$ cat src/rtl/mem_arb_pkg.sv
// Shared types for the fetch/data memory port arbiter.
// Size encodings, owner-state enum, data width and alignment helper.
package mem_arb_pkg;

    localparam int DATA_W = 32;

    localparam logic [1:0] SZ_BYTE = 2'b00;
    localparam logic [1:0] SZ_HALF = 2'b01;
    localparam logic [1:0] SZ_WORD = 2'b10;
    localparam logic [1:0] SZ_BAD  = 2'b11;

    typedef enum logic [1:0] {
        ST_IDLE,
        ST_FETCH,
        ST_DATA
    } owner_e;

    function automatic logic misaligned(
        input logic [1:0] size,
        input logic [1:0] lsb
    );
        return (size == SZ_HALF && lsb[0]) ||
               (size == SZ_WORD && lsb != 2'b00);
    endfunction

endpackage

$ cat src/rtl/mem_port_arbiter_load_extend.sv
// Load extension: selects byte/half/word and sign- or zero-extends.
// The reserved size returns zero.
module load_extend
    import mem_arb_pkg::*;
(
    input  logic [DATA_W-1:0] data,
    input  logic [1:0]        size,
    input  logic              uns,
    output logic [DATA_W-1:0] ext
);

    logic w_sb;
    logic w_sh;

    assign w_sb = ~uns & data[7];
    assign w_sh = ~uns & data[15];

    always_comb begin
        ext = '0;
        unique case (size)
            SZ_BYTE: ext = {{(DATA_W-8){w_sb}}, data[7:0]};
            SZ_HALF: ext = {{(DATA_W-16){w_sh}}, data[15:0]};
            SZ_WORD: ext = data;
            default: ext = '0;
        endcase
    end

endmodule

$ cat src/rtl/mem_port_arbiter.sv
// Two-port (fetch/data) arbiter onto one byte-addressed data memory.
// Optional alignment checking: define MEM_ARB_MISALIGN_CHECK_EN.
module mem_port_arbiter
    import mem_arb_pkg::*;
#(
    parameter int MAX_DATA_STREAK = 4
) (
    input  logic              clk,
    input  logic              rst,
    input  logic              if_req,
    input  logic [DATA_W-1:0] if_addr,
    output logic              if_gnt,
    output logic              if_rvalid,
    output logic [DATA_W-1:0] if_rdata,
    input  logic              d_req,
    input  logic              d_we,
    input  logic [1:0]        d_size,
    input  logic              d_uns,
    input  logic [DATA_W-1:0] d_addr,
    input  logic [DATA_W-1:0] d_wdata,
    output logic              d_gnt,
    output logic              d_rvalid,
    output logic [DATA_W-1:0] d_rdata,
    output logic              memory_write,
    output logic [1:0]        memory_size,
    output logic [DATA_W-1:0] memory_addr,
    output logic [DATA_W-1:0] memory_data_in,
    input  logic [DATA_W-1:0] memory_data_out,
    output logic              if_err,
    output logic              d_err
);

    localparam int SW = $clog2(MAX_DATA_STREAK + 1);
    localparam logic [SW-1:0] STREAK_MAX = SW'(MAX_DATA_STREAK);

    owner_e            r_state;
    logic [SW-1:0]     r_streak;
    logic              r_if_rvalid;
    logic              r_d_rvalid;
    logic              r_if_zero;
    logic              r_d_zero;
    logic [1:0]        r_d_size;
    logic              r_d_uns;
    logic              r_if_err;
    logic              r_d_err;
    logic [DATA_W-1:0] r_if_hold;
    logic [DATA_W-1:0] r_d_hold;

    logic              w_fetch_turn;
    logic              w_d_bad;
    logic              w_d_read;
    logic              w_if_mis;
    logic              w_d_mis;
    logic [DATA_W-1:0] w_ext;

`ifdef MEM_ARB_MISALIGN_CHECK_EN
    assign w_if_mis = if_addr[0];
    assign w_d_mis  = misaligned(d_size, d_addr[1:0]);
`else
    assign w_if_mis = 1'b0;
    assign w_d_mis  = 1'b0;
`endif

    // A full streak can only follow a data grant, so owner==DATA qualifies it.
    assign w_fetch_turn = if_req && r_state == ST_DATA &&
                          r_streak == STREAK_MAX;

    assign d_gnt  = !rst && d_req && !w_fetch_turn;
    assign if_gnt = !rst && if_req && (!d_req || w_fetch_turn);

    assign w_d_bad  = d_size == SZ_BAD;
    assign w_d_read = !d_we || w_d_bad;

    always_comb begin
        memory_write   = 1'b0;
        memory_size    = SZ_WORD;
        memory_addr    = '0;
        memory_data_in = '0;
        if (d_gnt) begin
            memory_write   = !w_d_read && !w_d_mis;
            memory_size    = w_d_bad ? SZ_WORD : d_size;
            memory_addr    = w_d_mis ? '0 : d_addr;
            memory_data_in = d_wdata;
        end else if (if_gnt) begin
            memory_addr = w_if_mis ? '0 : if_addr;
        end
    end

    load_extend u_ext (
        .data (memory_data_out),
        .size (r_d_size),
        .uns  (r_d_uns),
        .ext  (w_ext)
    );

    assign if_rvalid = r_if_rvalid;
    assign d_rvalid  = r_d_rvalid;
    assign if_err    = r_if_err;
    assign d_err     = r_d_err;

    always_comb begin
        if_rdata = r_if_hold;
        if (r_if_rvalid)
            if_rdata = r_if_zero ? '0 : memory_data_out;
    end

    always_comb begin
        d_rdata = r_d_hold;
        if (r_d_rvalid)
            d_rdata = r_d_zero ? '0 : w_ext;
    end

    always_ff @(posedge clk or posedge rst) begin
        if (rst) begin
            r_state     <= ST_IDLE;
            r_streak    <= '0;
            r_if_rvalid <= 1'b0;
            r_d_rvalid  <= 1'b0;
            r_if_zero   <= 1'b0;
            r_d_zero    <= 1'b0;
            r_d_size    <= SZ_WORD;
            r_d_uns     <= 1'b0;
            r_if_err    <= 1'b0;
            r_d_err     <= 1'b0;
            r_if_hold   <= '0;
            r_d_hold    <= '0;
        end else begin
            if (d_gnt)
                r_state <= ST_DATA;
            else if (if_gnt)
                r_state <= ST_FETCH;
            else
                r_state <= ST_IDLE;

            if (if_gnt || !if_req)
                r_streak <= '0;
            else if (d_gnt && r_streak != STREAK_MAX)
                r_streak <= r_streak + SW'(1);

            r_if_rvalid <= if_gnt;
            r_d_rvalid  <= d_gnt && w_d_read;
            r_if_err    <= if_gnt && w_if_mis;
            r_d_err     <= d_gnt && w_d_mis;

            if (if_gnt)
                r_if_zero <= w_if_mis;
            if (d_gnt && w_d_read) begin
                r_d_size <= d_size;
                r_d_uns  <= d_uns;
                r_d_zero <= w_d_mis || w_d_bad;
            end

            if (r_if_rvalid)
                r_if_hold <= if_rdata;
            if (r_d_rvalid)
                r_d_hold <= d_rdata;
        end
    end

endmodule

$ cat config.mk
export PLATFORM = sky130hd
export DESIGN_NAME = mem_port_arbiter
export DESIGN_NICKNAME = d
export VERILOG_FILES = /design/src/rtl/mem_arb_pkg.sv /design/src/rtl/mem_port_arbiter_load_extend.sv /design/src/rtl/mem_port_arbiter.sv
export SDC_FILE = /design/constraint.sdc
export NUM_CORES = 1
export LEC_CHECK = 0
export ABC_CLOCK_PERIOD_IN_PS = 6120
export BUFFER_PORTS_ARGS = -buffer_cell sky130_fd_sc_hd__buf_4
export CAP_MARGIN = 40
export CORE_UTILIZATION = 45
export DETAILED_ROUTE_END_ITERATION = 8
export PLACE_DENSITY_LB_ADDON = 0.2
export SLEW_MARGIN = 20
export SYNTH_ARGS = -nofsm -noshare
export SYNTH_HDL_FRONTEND = slang
export SYNTH_SLANG_ARGS = --single-unit
$ cat constraint.sdc
create_clock -name clk -period 6.12 [get_ports clk]
set_clock_uncertainty 0.15 [all_clocks]
set_input_delay 1.224 -clock clk [delete_from_list [all_inputs] [get_ports clk]]
set_output_delay 1.224 -clock clk [all_outputs]
set_load 0.01 [all_outputs]
==> results by group, run 1 <==
Place
  – Quantity of I/O buffers inserted on ports: 270
  – Final weighted congestion of routability-driven global placement: 1.014
  – Post-DP HPWL: 11.49 mm
  – Worst slack after detailed placement: 1694 ps
  – Total placed cells including tap cells: 865

Synth
  – Share of synthesized area spent on multiplexers: 0.1586
  – Number of different library cells in the post-synthesis netlist: 42
  – Dominant combinational cell family by area after synthesis: compound AO/OA/AOI/OAI gates
  – Compound-cell area share of the yosys netlist: 0.2743
  – Sequential-to-total area share from yosys stat: 0.3841
  – Number of instances in the synthesized netlist: 502
  – Most common flop cell mapped by yosys: dfrtp_1
  – Arithmetic-cell share of the synthesized area counting full adders, half adders and majority gates: 0.005118
  – Async set-or-reset flop fraction in the synthesized netlist: 1.000
  – Number of synthesized flops with an enable pin: 0
  – Synthesized area per cell: 9.740 um^2
  – Number of warnings reported in the yosys synthesis log: 0
  – Post-synthesis cell area: 0.004890 mm^2
  – Post-synthesis share of cell area spent on xor and xnor gates: 0
  – FF+latch count, synth: 75
  – Area share of and/or/nand/nor cells after synthesis: 0.1182

Pwr
  – Power spent charging and discharging nets: 504.4 uW
  – Clk network pwr share: 0.225
  – VDD IR max: 0.1408 mV
  – Total power consumption of the routed design: 1646 uW
  – Switching Fraction: 0.3064
  – Static Leakage: 0.003453 uW
  – Combinational Power Share: 0.380
  – Internal power consumption: 1142 uW
  – Sequential fraction of design power: 0.395
  – Power density cells: 230.9 mW/mm^2

Timing
  – Final count of hold timing violations: 0
  – Slew HR: 0.4971
  – Setup-failing EPs final: 0
  – Period Utilization, post-route: 0.7274
  – Shortest period the worst path allows: 4452 ps
  – Achievable frequency: 224.6 MHz
  – Final Worst Setup Slack: 1668 ps
  – RSZ-0062 raised after global routing: false
  – Pins Over Slew Limit: 0
  – TNS Setup: 0 ps
  – Worst Max-Slew Pin Slew: 752.6 ps

Global route
  – Most Crowded Layer GR: met2
  – Grt met1 use: 0.3225
  – Overflow left after global routing: 0
  – Total global-route track usage: 0.2699
  – Maximum number of pins on one net before global-route repair: 71
  – Number of global-route vias before repair: 4744
  – Wire length of the first global-routing pass: 24.01 mm
  – Antenna violations before repair: 0
  – Grt met3 use: 0.05334
  – Met2 Use GR: 0.4689

Setup path
  – Slowest stage cell, crit path: a21oi_4
  – Data required time of the critical path: 4750 ps
  – Largest stage delay, worst path: 650 ps
  – Chain of cells forming the critical path: buf_4 -> nand2b_1 -> a21oi_4 -> and3_1 -> buf_4
  – Critical path capture point type: output port
  – Crit path top cell by count: buf_4
  – Kind of critical path: in -> out
  – Kind of launch point of the worst setup path: primary input
  – Highest fanout seen on the critical path: 70
  – Arrival time at the worst endpoint: 3080 ps

Clock network
  – Total clock sinks: 75
  – TritonCTS clock tree: built
  – Hold-fix buffers at CTS: 0
  – Later-pin clock latency in the skew report: 330 ps
  – Count of buffers added by post-CTS timing repair for setup: 0
  – Buffers from clock root to sink, at most: 2
  – Count of instances resized after the clock tree is built: 0
  – TritonCTS Buffers: 9
  – H-tree depth: 3
  – Clock root buffer master: clkbuf_8
  – Register clock-pin slew on the reported worst setup and hold paths: 80 ps

Detailed routing
  – Via/cell ratio: 5.472
  – Routed Antenna Nets: 0
  – Drt first pass iters: 4
  – Initial DRC count: 218
  – Total DRC errors in the routed layout: 0
  – Detailed Route WL: 15.46 mm
  – Vias: 4815
  – Average wire per standard cell: 17.57 um

Finish
  – Fin cells: 880
  – Fraction of layout instances using a drive strength above 1: 0.4987
  – Area of all sequential standard cells: 0.001879 mm^2
  – Leading cell type in the layout, fill and taps excluded: buf_4
  – Commonest cells after routing, fill and taps aside: buf_4, a21oi_1, dfrtp_1, nand2_1, mux2_2
  – Layout overhead on the synthesized area: 45.80%
  – Filler cell count: 839
  – N_diodes: 0
  – Post-layout net count: 878
  – Multi-input combinational cell area: 0.002743 mm^2

Floorplan
  – Die boundary width: 106.2 um
  – I/O pin count: 273
  – Standard cell core area: 0.01042 mm^2
  – Die Y-Extent: 106.2 um
  – Rows: 37
  – Die area: 0.01129 mm^2
  – Starting density of the core: 0.4694

Outcome
  – Result of the run: completed

Hold path
  – Path category of the worst min-delay check: reg -> reg

Run
  – Number of max-cap violations: 0
## worst max-delay path: cells and delay by family
| kind | cells | cell delay [ps] |
|---|---|---|
| and+or+nand+nor | 2 | 550 |
| AOI/OAI and AO/OA | 1 | 650 |
| buffers and inverters | 2 | 620 |
## final cells by class
class	count	area share
multi-input cells	370	0.3847
repair buffers	279	0.2984
flip-flops and latches	75	0.2636
well taps	136	0.02387
clock buffers	9	0.01737
clock inverters	6	0.009126
inverters	5	0.002984
## registers in the layout, summed over array words and instances, names as in the netlist
register   cells
r_d_hold      32
r_if_hold     32
r_streak       3
r_d_size       2
r_state        2
d_rvalid       1
if_rvalid      1
r_d_uns        1
r_d_zero       1
## per-layer routing
| metal | up-vias | part of all wire |
|---|---|---|
| met4 | 0 | 0.033 |
| met1 | 2294 | 0.39 |
| li1 | 2308 | - |
| met2 | 184 | 0.52 |
| met3 | 29 | 0.059 |
| met5 | - | 0 |
## through the flow
stage                     area (um^2)  utilization  hold WS, ps
after CTS                        7129       0.6844        348.3
after detailed placement         6940       0.6663        330.7
after floorplan                  4893            -        306.6
after global routing             7129       0.6844        373.1
final                            7129       0.6844        345.5
after global placement           6893       0.6617        315.9
## logic make-up after synthesis
family / Yosys count
mux: 68
simple gates: 114
fa+ha+maj: 2
buf+inv: 58
compound gates: 184
flops: 75
other cells: 1
## cell usage after synthesis, types with 2 or more instances
master	number	area (um^2)
a21oi_1	77	385.4
dfrtp_1	74	1852
nand2_1	66	247.7
mux2_2	64	720.7
a221o_1	32	320.3
and2_1	32	200.2
o21a_1	32	240.2
clkbuf_1	23	86.33
buf_2	21	105.1
a22o_1	16	140.1
o2bb2ai_1	16	140.1
a211oi_1	4	30.03
buf_6	4	45.04
nand2b_1	4	25.02
buf_4	3	22.52
inv_1	3	11.26
mux2_4	3	45.04
and3_1	2	12.51
clkbuf_2	2	10.01
ha_1	2	25.02
## power by group through the flow
stage               registers [uW]  logic (uW)  clock network (uW)
finish                         650         625                 371
global route                   662         671                 403
CTS                            649         629                 382
detailed placement             658         627                   0
global placement               651         612                   0
floorplan                      637         344                   0
## worst paths after layout
path                                    from      endpoint  slack (ps)  cells past startpoint
worst max-delay path                   d_req  memory_write        1670                      5
worst min-delay path            r_d_hold[10]  r_d_hold[10]         350                      1
worst max register to register   r_streak[0]      r_d_zero        3810                      6
worst min register to register  r_d_hold[10]  r_d_hold[10]         350                      1
max in group asynchronous                rst   r_d_size[1]        3990                      4
min in group asynchronous                rst  r_if_hold[5]        1200                      3
No activity file was read; power rests on OpenSTA's default activity.
==> inputs of run 2 (changes only) <==
--- a/config.mk
+++ b/config.mk
@@ -5,7 +5,7 @@
 export SDC_FILE = /design/constraint.sdc
 export NUM_CORES = 1
 export LEC_CHECK = 0
-export ABC_CLOCK_PERIOD_IN_PS = 6120
+export ABC_CLOCK_PERIOD_IN_PS = 4360
 export BUFFER_PORTS_ARGS = -buffer_cell sky130_fd_sc_hd__buf_4
 export CAP_MARGIN = 40
 export CORE_UTILIZATION = 45
==> constraint.sdc (replaced) <==
create_clock -name clk -period 4.36 [get_ports clk]
set_clock_uncertainty 0.15 [all_clocks]
set_input_delay 0.872 -clock clk [delete_from_list [all_inputs] [get_ports clk]]
set_output_delay 0.872 -clock clk [all_outputs]
set_load 0.01 [all_outputs]
==> run 2 against run 1 <==
Against the previous run:
- clock-buffer cell count unchanged
- final area increased by 1.1%
- sequential power increased by 40%
- power increased by 49%
- sequential cell count unchanged
- non-clock buffer count increased by 2
- via count increased by 2.0%
- sequential share of layout area decreased by 0.30 points
- critical endpoint is now memory_data_in[21]
==> results by group, run 2 (synthesis results as in run 1) <==
Global route
  – Number of global-route vias before repair: 4871 (was 4744)
  – Wire length of the first global-routing pass: 23.38 mm (was 24.01 mm)
  – Maximum number of pins on one net before global-route repair: 70 (was 71)
  – Total global-route track usage: 0.2614 (was 0.2699)
  – Overflow left after global routing: 0 (unchanged)
  – Antenna violations before repair: 0 (unchanged)

Floorplan
  – Die Y-Extent: 106.2 um (unchanged)
  – Die boundary width: 106.2 um (unchanged)
  – I/O pin count: 273 (unchanged)
  – Rows: 37 (unchanged)
  – Standard cell core area: 0.01042 mm^2 (unchanged)
  – Die area: 0.01129 mm^2 (unchanged)
  – Starting density of the core: 0.4694 (unchanged)

Setup path
  – Critical path origin: r_streak[0] (was d_req)
  – Data required time of the critical path: 3340 ps (was 4750 ps)
  – Largest stage delay, worst path: 400 ps (was 650 ps)
  – Beginning of the worst register-to-register path: r_streak[0] (unchanged)
  – Number of cells on the worst reg-to-reg path: 7 (was 6)
  – Crit path top cell by count: buf_4 (unchanged)
  – Critical path capture point type: output port (unchanged)
  – Slowest stage cell, crit path: dfrtp_1 (was a21oi_4)
  – Reg2Reg Capture Point: r_d_zero (unchanged)
  – Chain of cells forming the critical path: inv_1 -> ha_1 -> and4b_1 -> buf_4 -> a21oi_4 -> buf_4 -> and2_1 -> buf_4 (was buf_4 -> nand2b_1 -> a21oi_4 -> and3_1 -> buf_4)
  – FF-to-FF setup slack: 2120 ps (was 3810 ps)
  – Dominant delay contributor by cell family on the critical path: buffers and inverters (was compound AO/OA/AOI/OAI gates)
  – Kind of critical path: reg -> out (was in -> out)
  – Highest fanout seen on the critical path: 35 (was 70)
  – Buf/Inv on CP: 4 (was 2)
  – Arrival time at the worst endpoint: 2440 ps (was 3080 ps)
  – Kind of launch point of the worst setup path: register (was primary input)

Clock network
  – Buffers from clock root to sink, at most: 2 (unchanged)
  – Register clock-pin slew on the reported worst setup and hold paths: 80 ps (about the same)
  – H-tree depth: 3 (unchanged)
  – Clock root buffer master: clkbuf_8 (unchanged)
  – TritonCTS clock tree: built (unchanged)
  – Total clock sinks: 75 (unchanged)
  – Count of buffers added by post-CTS timing repair for setup: 0 (unchanged)
  – Later-pin clock latency in the skew report: 340 ps (was 330 ps)
  – Count of instances resized after the clock tree is built: 0 (unchanged)
  – TritonCTS Buffers: 9 (unchanged)
  – Hold-fix buffers at CTS: 0 (unchanged)

Hold path
  – Hold Crit Start: r_d_hold[15] (was r_d_hold[10])
  – Worst Hold Path EP: r_d_hold[15] (was r_d_hold[10])
  – Path category of the worst min-delay check: reg -> reg (unchanged)
  – Hold path depth: 1 (unchanged)

Pwr
  – Static Leakage: 0.003497 uW (was 0.003453 uW)
  – Power density cells: 339.2 mW/mm^2 (was 230.9 mW/mm^2)
  – VDD IR max: 0.1894 mV (was 0.1408 mV)

Run
  – Number of max-cap violations: 0 (unchanged)

Timing
  – Shortest period the worst path allows: 3466 ps
  – Achievable frequency: 288.5 MHz
  – Slew HR: 0.4473 (was 0.4971)
  – Period Utilization, post-route: 0.7949
  – Worst Max-Slew Pin Slew: 826.9 ps (was 752.6 ps)
  – TNS Setup: 0 ps (unchanged)
  – Setup-failing EPs final: 0 (unchanged)
  – RSZ-0062 raised after global routing: false (unchanged)
  – Final count of hold timing violations: 0 (unchanged)
  – Pins Over Slew Limit: 0 (unchanged)

Finish
  – Post-layout net count: 880 (was 878)
  – Fraction of layout instances using a drive strength above 1: 0.5007 (was 0.4987)
  – Leading cell type in the layout, fill and taps excluded: buf_4 (unchanged)
  – N_diodes: 0 (unchanged)
  – Post-layout instance area: 0.007211 mm^2 (was 0.007129 mm^2)
  – Layout overhead on the synthesized area: 47.47% (was 45.80%)
  – Largest registers: r_d_hold x32, r_if_hold x32, r_streak x3 (unchanged)
  – Commonest cells after routing, fill and taps aside: buf_4, a21oi_1, dfrtp_1, nand2_1, mux2_2 (unchanged)

Detailed routing
  – Initial DRC count: 219 (was 218)
  – Total DRC errors in the routed layout: 0 (unchanged)
  – Drt first pass iters: 4 (unchanged)
  – Average wire per standard cell: 17.11 um (was 17.57 um)
  – Detailed Route WL: 15.11 mm (was 15.46 mm)
  – Via/cell ratio: 5.562 (was 5.472)
  – Routed Antenna Nets: 0 (unchanged)
  – Vias: 4911 (was 4815)

Place
  – Post-DP HPWL: 11.24 mm (was 11.49 mm)
  – Final weighted congestion of routability-driven global placement: 0.9279 (was 1.014)
  – Quantity of I/O buffers inserted on ports: 270 (unchanged)
  – Area after detailed placement: 0.006963 mm^2 (was 0.006940 mm^2)

Outcome
  – Result of the run: completed (unchanged)
-- run 2: cell count changes in the layout (fill, tap and decap cells not counted) --
| cell | delta |
|---|---|
| clkinvlp_4 | -1 |
| buf_12 | -1 |
| inv_8 | +1 |
| clkinv_2 | -1 |
| bufinv_16 | +2 |
| buf_16 | +1 |
| buf_4 | +2 |
-- run 2: cell type report --
class,count,area [um^2]
clock buffers,9,123.9
clock inverters,7,123.9
fillers,846,3206
inverters,5,21.27
multi-input cells,370,2743
flip-flops and latches,75,1879
well taps,136,170.2
repair buffers,281,2150
-- run 2: how the worst max path moves through the flow --
stage	end	slack (ps)	cells after the start
floorplan	memory_addr[22]	910	3
global placement	if_gnt	1200	4
detailed placement	memory_data_in[21]	1140	5
CTS	memory_data_in[21]	870	8
global route	memory_data_in[21]	700	8
finish	memory_data_in[21]	890	8
-- run 2: power breakdown --
part	total, uW	internal (uW)	leakage (uW)	switching (uW)
clock	655	386	0.000126	269
sequential	910	829	0.000938	81.2
combinational	881	514	0.00243	367
total	2450	1730	0.00350	717
-- run 2: metrics by stage --
step                      hold slack, ps  total power [uW]  utilization  instances  worst slack (ps)
final                              343.4              2446       0.6923        883             894.4
after floorplan                    306.6              1377            -        503             912.6
after detailed placement           324.7              1807       0.6685        867              1140
after CTS                          345.4              2468       0.6923        883             866.4
after global placement             320.8              1772       0.6632        865              1203
after global routing               360.0              2575       0.6923        883             697.2
-- run 2: routing by layer --
layer | routed length (um) | vias up | global-route usage | part of all wire
li1 | - | 2322 | - | -
met1 | 5855 | 2374 | 0.2927 | 0.39
met2 | 7899 | 182 | 0.4726 | 0.52
met3 | 873 | 33 | 0.06070 | 0.058
met4 | 479 | 0 | 0.1101 | 0.032
met5 | 0 | - | 0 | 0
-- run 2: worst reg2reg max path: stages, from the launching register on --
cell and delay [ps]:
dfrtp_1 410, inv_1 70, ha_1 210, and4b_1 210, buf_4 360, a21oi_4 180
buf_4 260, a32o_1 270
==> inputs of run 3 (changes only) <==
--- a/config.mk
+++ b/config.mk
@@ -5,10 +5,10 @@
 export SDC_FILE = /design/constraint.sdc
 export NUM_CORES = 1
 export LEC_CHECK = 0
-export ABC_CLOCK_PERIOD_IN_PS = 4360
+export ABC_CLOCK_PERIOD_IN_PS = 3000
 export BUFFER_PORTS_ARGS = -buffer_cell sky130_fd_sc_hd__buf_4
 export CAP_MARGIN = 40
-export CORE_UTILIZATION = 45
+export CORE_UTILIZATION = 41
 export DETAILED_ROUTE_END_ITERATION = 8
 export PLACE_DENSITY_LB_ADDON = 0.2
 export SLEW_MARGIN = 20
==> constraint.sdc (replaced) <==
create_clock -name clk -period 3 [get_ports clk]
set_clock_uncertainty 0.15 [all_clocks]
set_input_delay 0.6 -clock clk [delete_from_list [all_inputs] [get_ports clk]]
set_output_delay 0.6 -clock clk [all_outputs]
set_load 0.01 [all_outputs]
==> run 3 against run 2 <==
Against the previous run:
- the run now ends with DRC, setup timing left
- non-clock buffer count grew 3
- final area grew 1.4%
- sequential cell count is the same
- setup slack lost 920 ps
- power grew 51%
- clock-buffer cell count grew 2
- combinational power grew 45%
- sequential share of layout area shrank 0.35 points
- via count shrank 1.1%
- global-route usage shrank 2.9 points
- largest power group unchanged
==> results by group, run 3 (synthesis results as in run 1) <==
Outcome
  – Result of the run: complete, but fails checks (was completed)
  – Violated checks: DRC, setup timing

Setup path
  – Highest fanout seen on the critical path: 38 (was 35)
  – Largest stage delay, worst path: 640 ps (was 400 ps)
  – Critical path capture point type: output port (unchanged)
  – Kind of launch point of the worst setup path: register (unchanged)
  – Dominant delay contributor by cell family on the critical path: compound AO/OA/AOI/OAI gates (was buffers and inverters)
  – Chain of cells forming the critical path: inv_1 -> ha_1 -> and4b_1 -> a21oi_4 -> and3b_1 -> buf_4 (was inv_1 -> ha_1 -> and4b_1 -> buf_4 -> a21oi_4 -> buf_4 -> and2_1 -> buf_4)
  – Kind of critical path: reg -> out (unchanged)
  – Arrival time at the worst endpoint: 2270 ps (was 2440 ps)
  – Data required time of the critical path: 2250 ps (was 3340 ps)
  – Slowest stage cell, crit path: a21oi_4 (was dfrtp_1)
  – Buf/Inv on CP: 2 (was 4)

Floorplan
  – Starting density of the core: 0.4246 (was 0.4694)
  – I/O pin count: 273 (unchanged)
  – Die area: 0.01237 mm^2 (was 0.01129 mm^2)
  – Die boundary width: 111.2 um (was 106.2 um)
  – Rows: 39 (was 37)
  – Standard cell core area: 0.01152 mm^2 (was 0.01042 mm^2)
  – Die Y-Extent: 111.2 um (was 106.2 um)

Finish
  – Commonest cells after routing, fill and taps aside: buf_4, a21oi_1, dfrtp_1, nand2_1, mux2_2 (unchanged)
  – Area of all sequential standard cells: 0.001879 mm^2 (unchanged)
  – Fin cells: 893 (was 883)
  – Multi-input combinational cell area: 0.002743 mm^2 (unchanged)
  – Leading cell type in the layout, fill and taps excluded: buf_4 (unchanged)
  – N_diodes: 0 (unchanged)
  – Layout overhead on the synthesized area: 49.49% (was 47.47%)
  – Fraction of layout instances using a drive strength above 1: 0.5013 (was 0.5007)
  – Largest registers: r_d_hold x32, r_if_hold x32, r_streak x3 (unchanged)
  – Filler cell count: 978 (was 846)
  – Post-layout net count: 883 (was 880)

Global route
  – Met2 Use GR: 0.4213 (was 0.4726)
  – Most Crowded Layer GR: met2 (unchanged)
  – Total global-route track usage: 0.2324 (was 0.2614)
  – Number of global-route vias before repair: 4669 (was 4871)
  – Grt met3 use: 0.04647 (was 0.06070)
  – Wire length of the first global-routing pass: 23.11 mm (was 23.38 mm)
  – Overflow left after global routing: 0 (unchanged)
  – Antenna violations before repair: 0 (unchanged)
  – Grt met1 use: 0.2753 (was 0.2927)
  – Maximum number of pins on one net before global-route repair: 54 (was 70)

Timing
  – TNS Setup: -37.99 ps (was 0 ps)
  – Period Utilization, post-route: 1.007
  – RSZ-0062 raised after global routing: true (was false)
  – Shortest period the worst path allows: 3021 ps
  – Worst Max-Slew Pin Slew: 784.6 ps (was 826.9 ps)
  – Pins Over Slew Limit: 0 (unchanged)
  – Achievable frequency: 331.0 MHz
  – Slew HR: 0.4757 (was 0.4473)
  – Setup-failing EPs final: 4 (was 0)
  – Final Worst Setup Slack: -21.18 ps (was 894.4 ps)
  – Worst hold slack across all endpoints: 150.3 ps (was 343.4 ps)
  – Final count of hold timing violations: 0 (unchanged)

Place
  – Total placed cells including tap cells: 876 (was 867)
  – Post-DP HPWL: 11.02 mm (was 11.24 mm)
  – Quantity of I/O buffers inserted on ports: 270 (unchanged)
  – Final weighted congestion of routability-driven global placement: 0.9625 (was 0.9279)

Detailed routing
  – Routed Antenna Nets: 0 (unchanged)
  – Drt first pass iters: 7 (was 4)
  – Initial DRC count: 268 (was 219)
  – Average wire per standard cell: 16.56 um (was 17.11 um)
  – Vias: 4858 (was 4911)
  – Via/cell ratio: 5.440 (was 5.562)
  – Total DRC errors in the routed layout: 20 (was 0)
  – Detailed Route WL: 14.79 mm (was 15.11 mm)

Clock network
  – TritonCTS clock tree: built (unchanged)
  – Buffers from clock root to sink, at most: 2 (unchanged)
  – Total clock sinks: 75 (unchanged)
  – Count of buffers added by post-CTS timing repair for setup: 0 (unchanged)
  – Later-pin clock latency in the skew report: 320 ps (was 340 ps)
  – H-tree depth: 3 (unchanged)
  – TritonCTS Buffers: 9 (unchanged)
  – Register clock-pin slew on the reported worst setup and hold paths: 50 ps (was 80 ps)
  – Clock root buffer master: clkbuf_16 (was clkbuf_8)

Hold path
  – Path category of the worst min-delay check: in -> async (was reg -> reg)

Pwr
  – Power density cells: 503.5 mW/mm^2 (was 339.2 mW/mm^2)
  – VDD IR max: 0.3140 mV (was 0.1894 mV)
  – Total power consumption of the routed design: 3681 uW (was 2446 uW)
  – Static Leakage: 0.003526 uW (was 0.003497 uW)

Run
  – Number of max-cap violations: 0 (unchanged)
-- run 3: changes by cell type in the layout (fill, tap and decap cells not counted), sizes merged --
cell | before | now
buf | 281 | 283
bufinv | 3 | 1
clkbuf | 9 | 12
inv | 7 | 5
clkinvlp | 0 | 2
-- run 3: path summary, 6_finish.rpt --
path	slack, ps	end	depth (start not counted)	start
hold / removal	150	if_rvalid	2	rst
setup reg to reg	810	r_d_size[0]	6	r_streak[0]
setup / recovery	-20	memory_size[0]	6	r_streak[0]
max in group asynchronous	1540	r_d_hold[19]	4	rst
hold reg to reg	340	r_d_hold[12]	1	r_d_hold[12]
min in group clk	340	r_d_hold[12]	1	r_d_hold[12]
-- run 3: final cells by class --
| class | instances | share of cell area |
|---|---|---|
| clock buffer | 11 | 0.03321 |
| clock inverter | 5 | 0.008559 |
| inverter | 5 | 0.002910 |
| multi-input combinational | 370 | 0.3752 |
| sequential | 75 | 0.2571 |
| tap | 143 | 0.02448 |
| timing repair buffer | 284 | 0.2985 |
-- run 3: report_power, final --
group	switching, uW	internal (uW)	leakage, uW
clock network	410	669	0.000142
registers	119	1210	0.000938
logic	526	750	0.00245
total	1050	2630	0.00353
-- run 3: routing by layer --
layer / routed length (um) / part of all wire
met1: 6090 / 0.41
met2: 7648 / 0.52
met3: 793 / 0.054
met4: 256 / 0.017
met5: 0 / 0
-- run 3: through the flow --
stage	setup WS, ps	cell area (um^2)	util
detailed placement	241.3	6997	0.6076
global placement	309.4	6977	0.6058
global route	-161.4	7310	0.6347
CTS	10.85	7302	0.6341
finish	-21.18	7310	0.6347
floorplan	96.62	4895	-
-- run 3: what timing repair did --
item | 4_1_cts | 5_1_grt
endpoints found under the setup margin | 30 | 62
pin swaps | 3 | 3
hold buffers | 0 | 0
gates resized for setup | 0 | 0
gates cloned | 0 | 0
-- run 3: worst reg2reg max path: cells and delay by family (launching register included) --
family / cells / cell delay, ps
compound gates: 1 / 410
flops: 1 / 390
mux: 1 / 330
buf+inv: 2 / 320
fa+ha+maj: 1 / 240
simple gates: 1 / 230
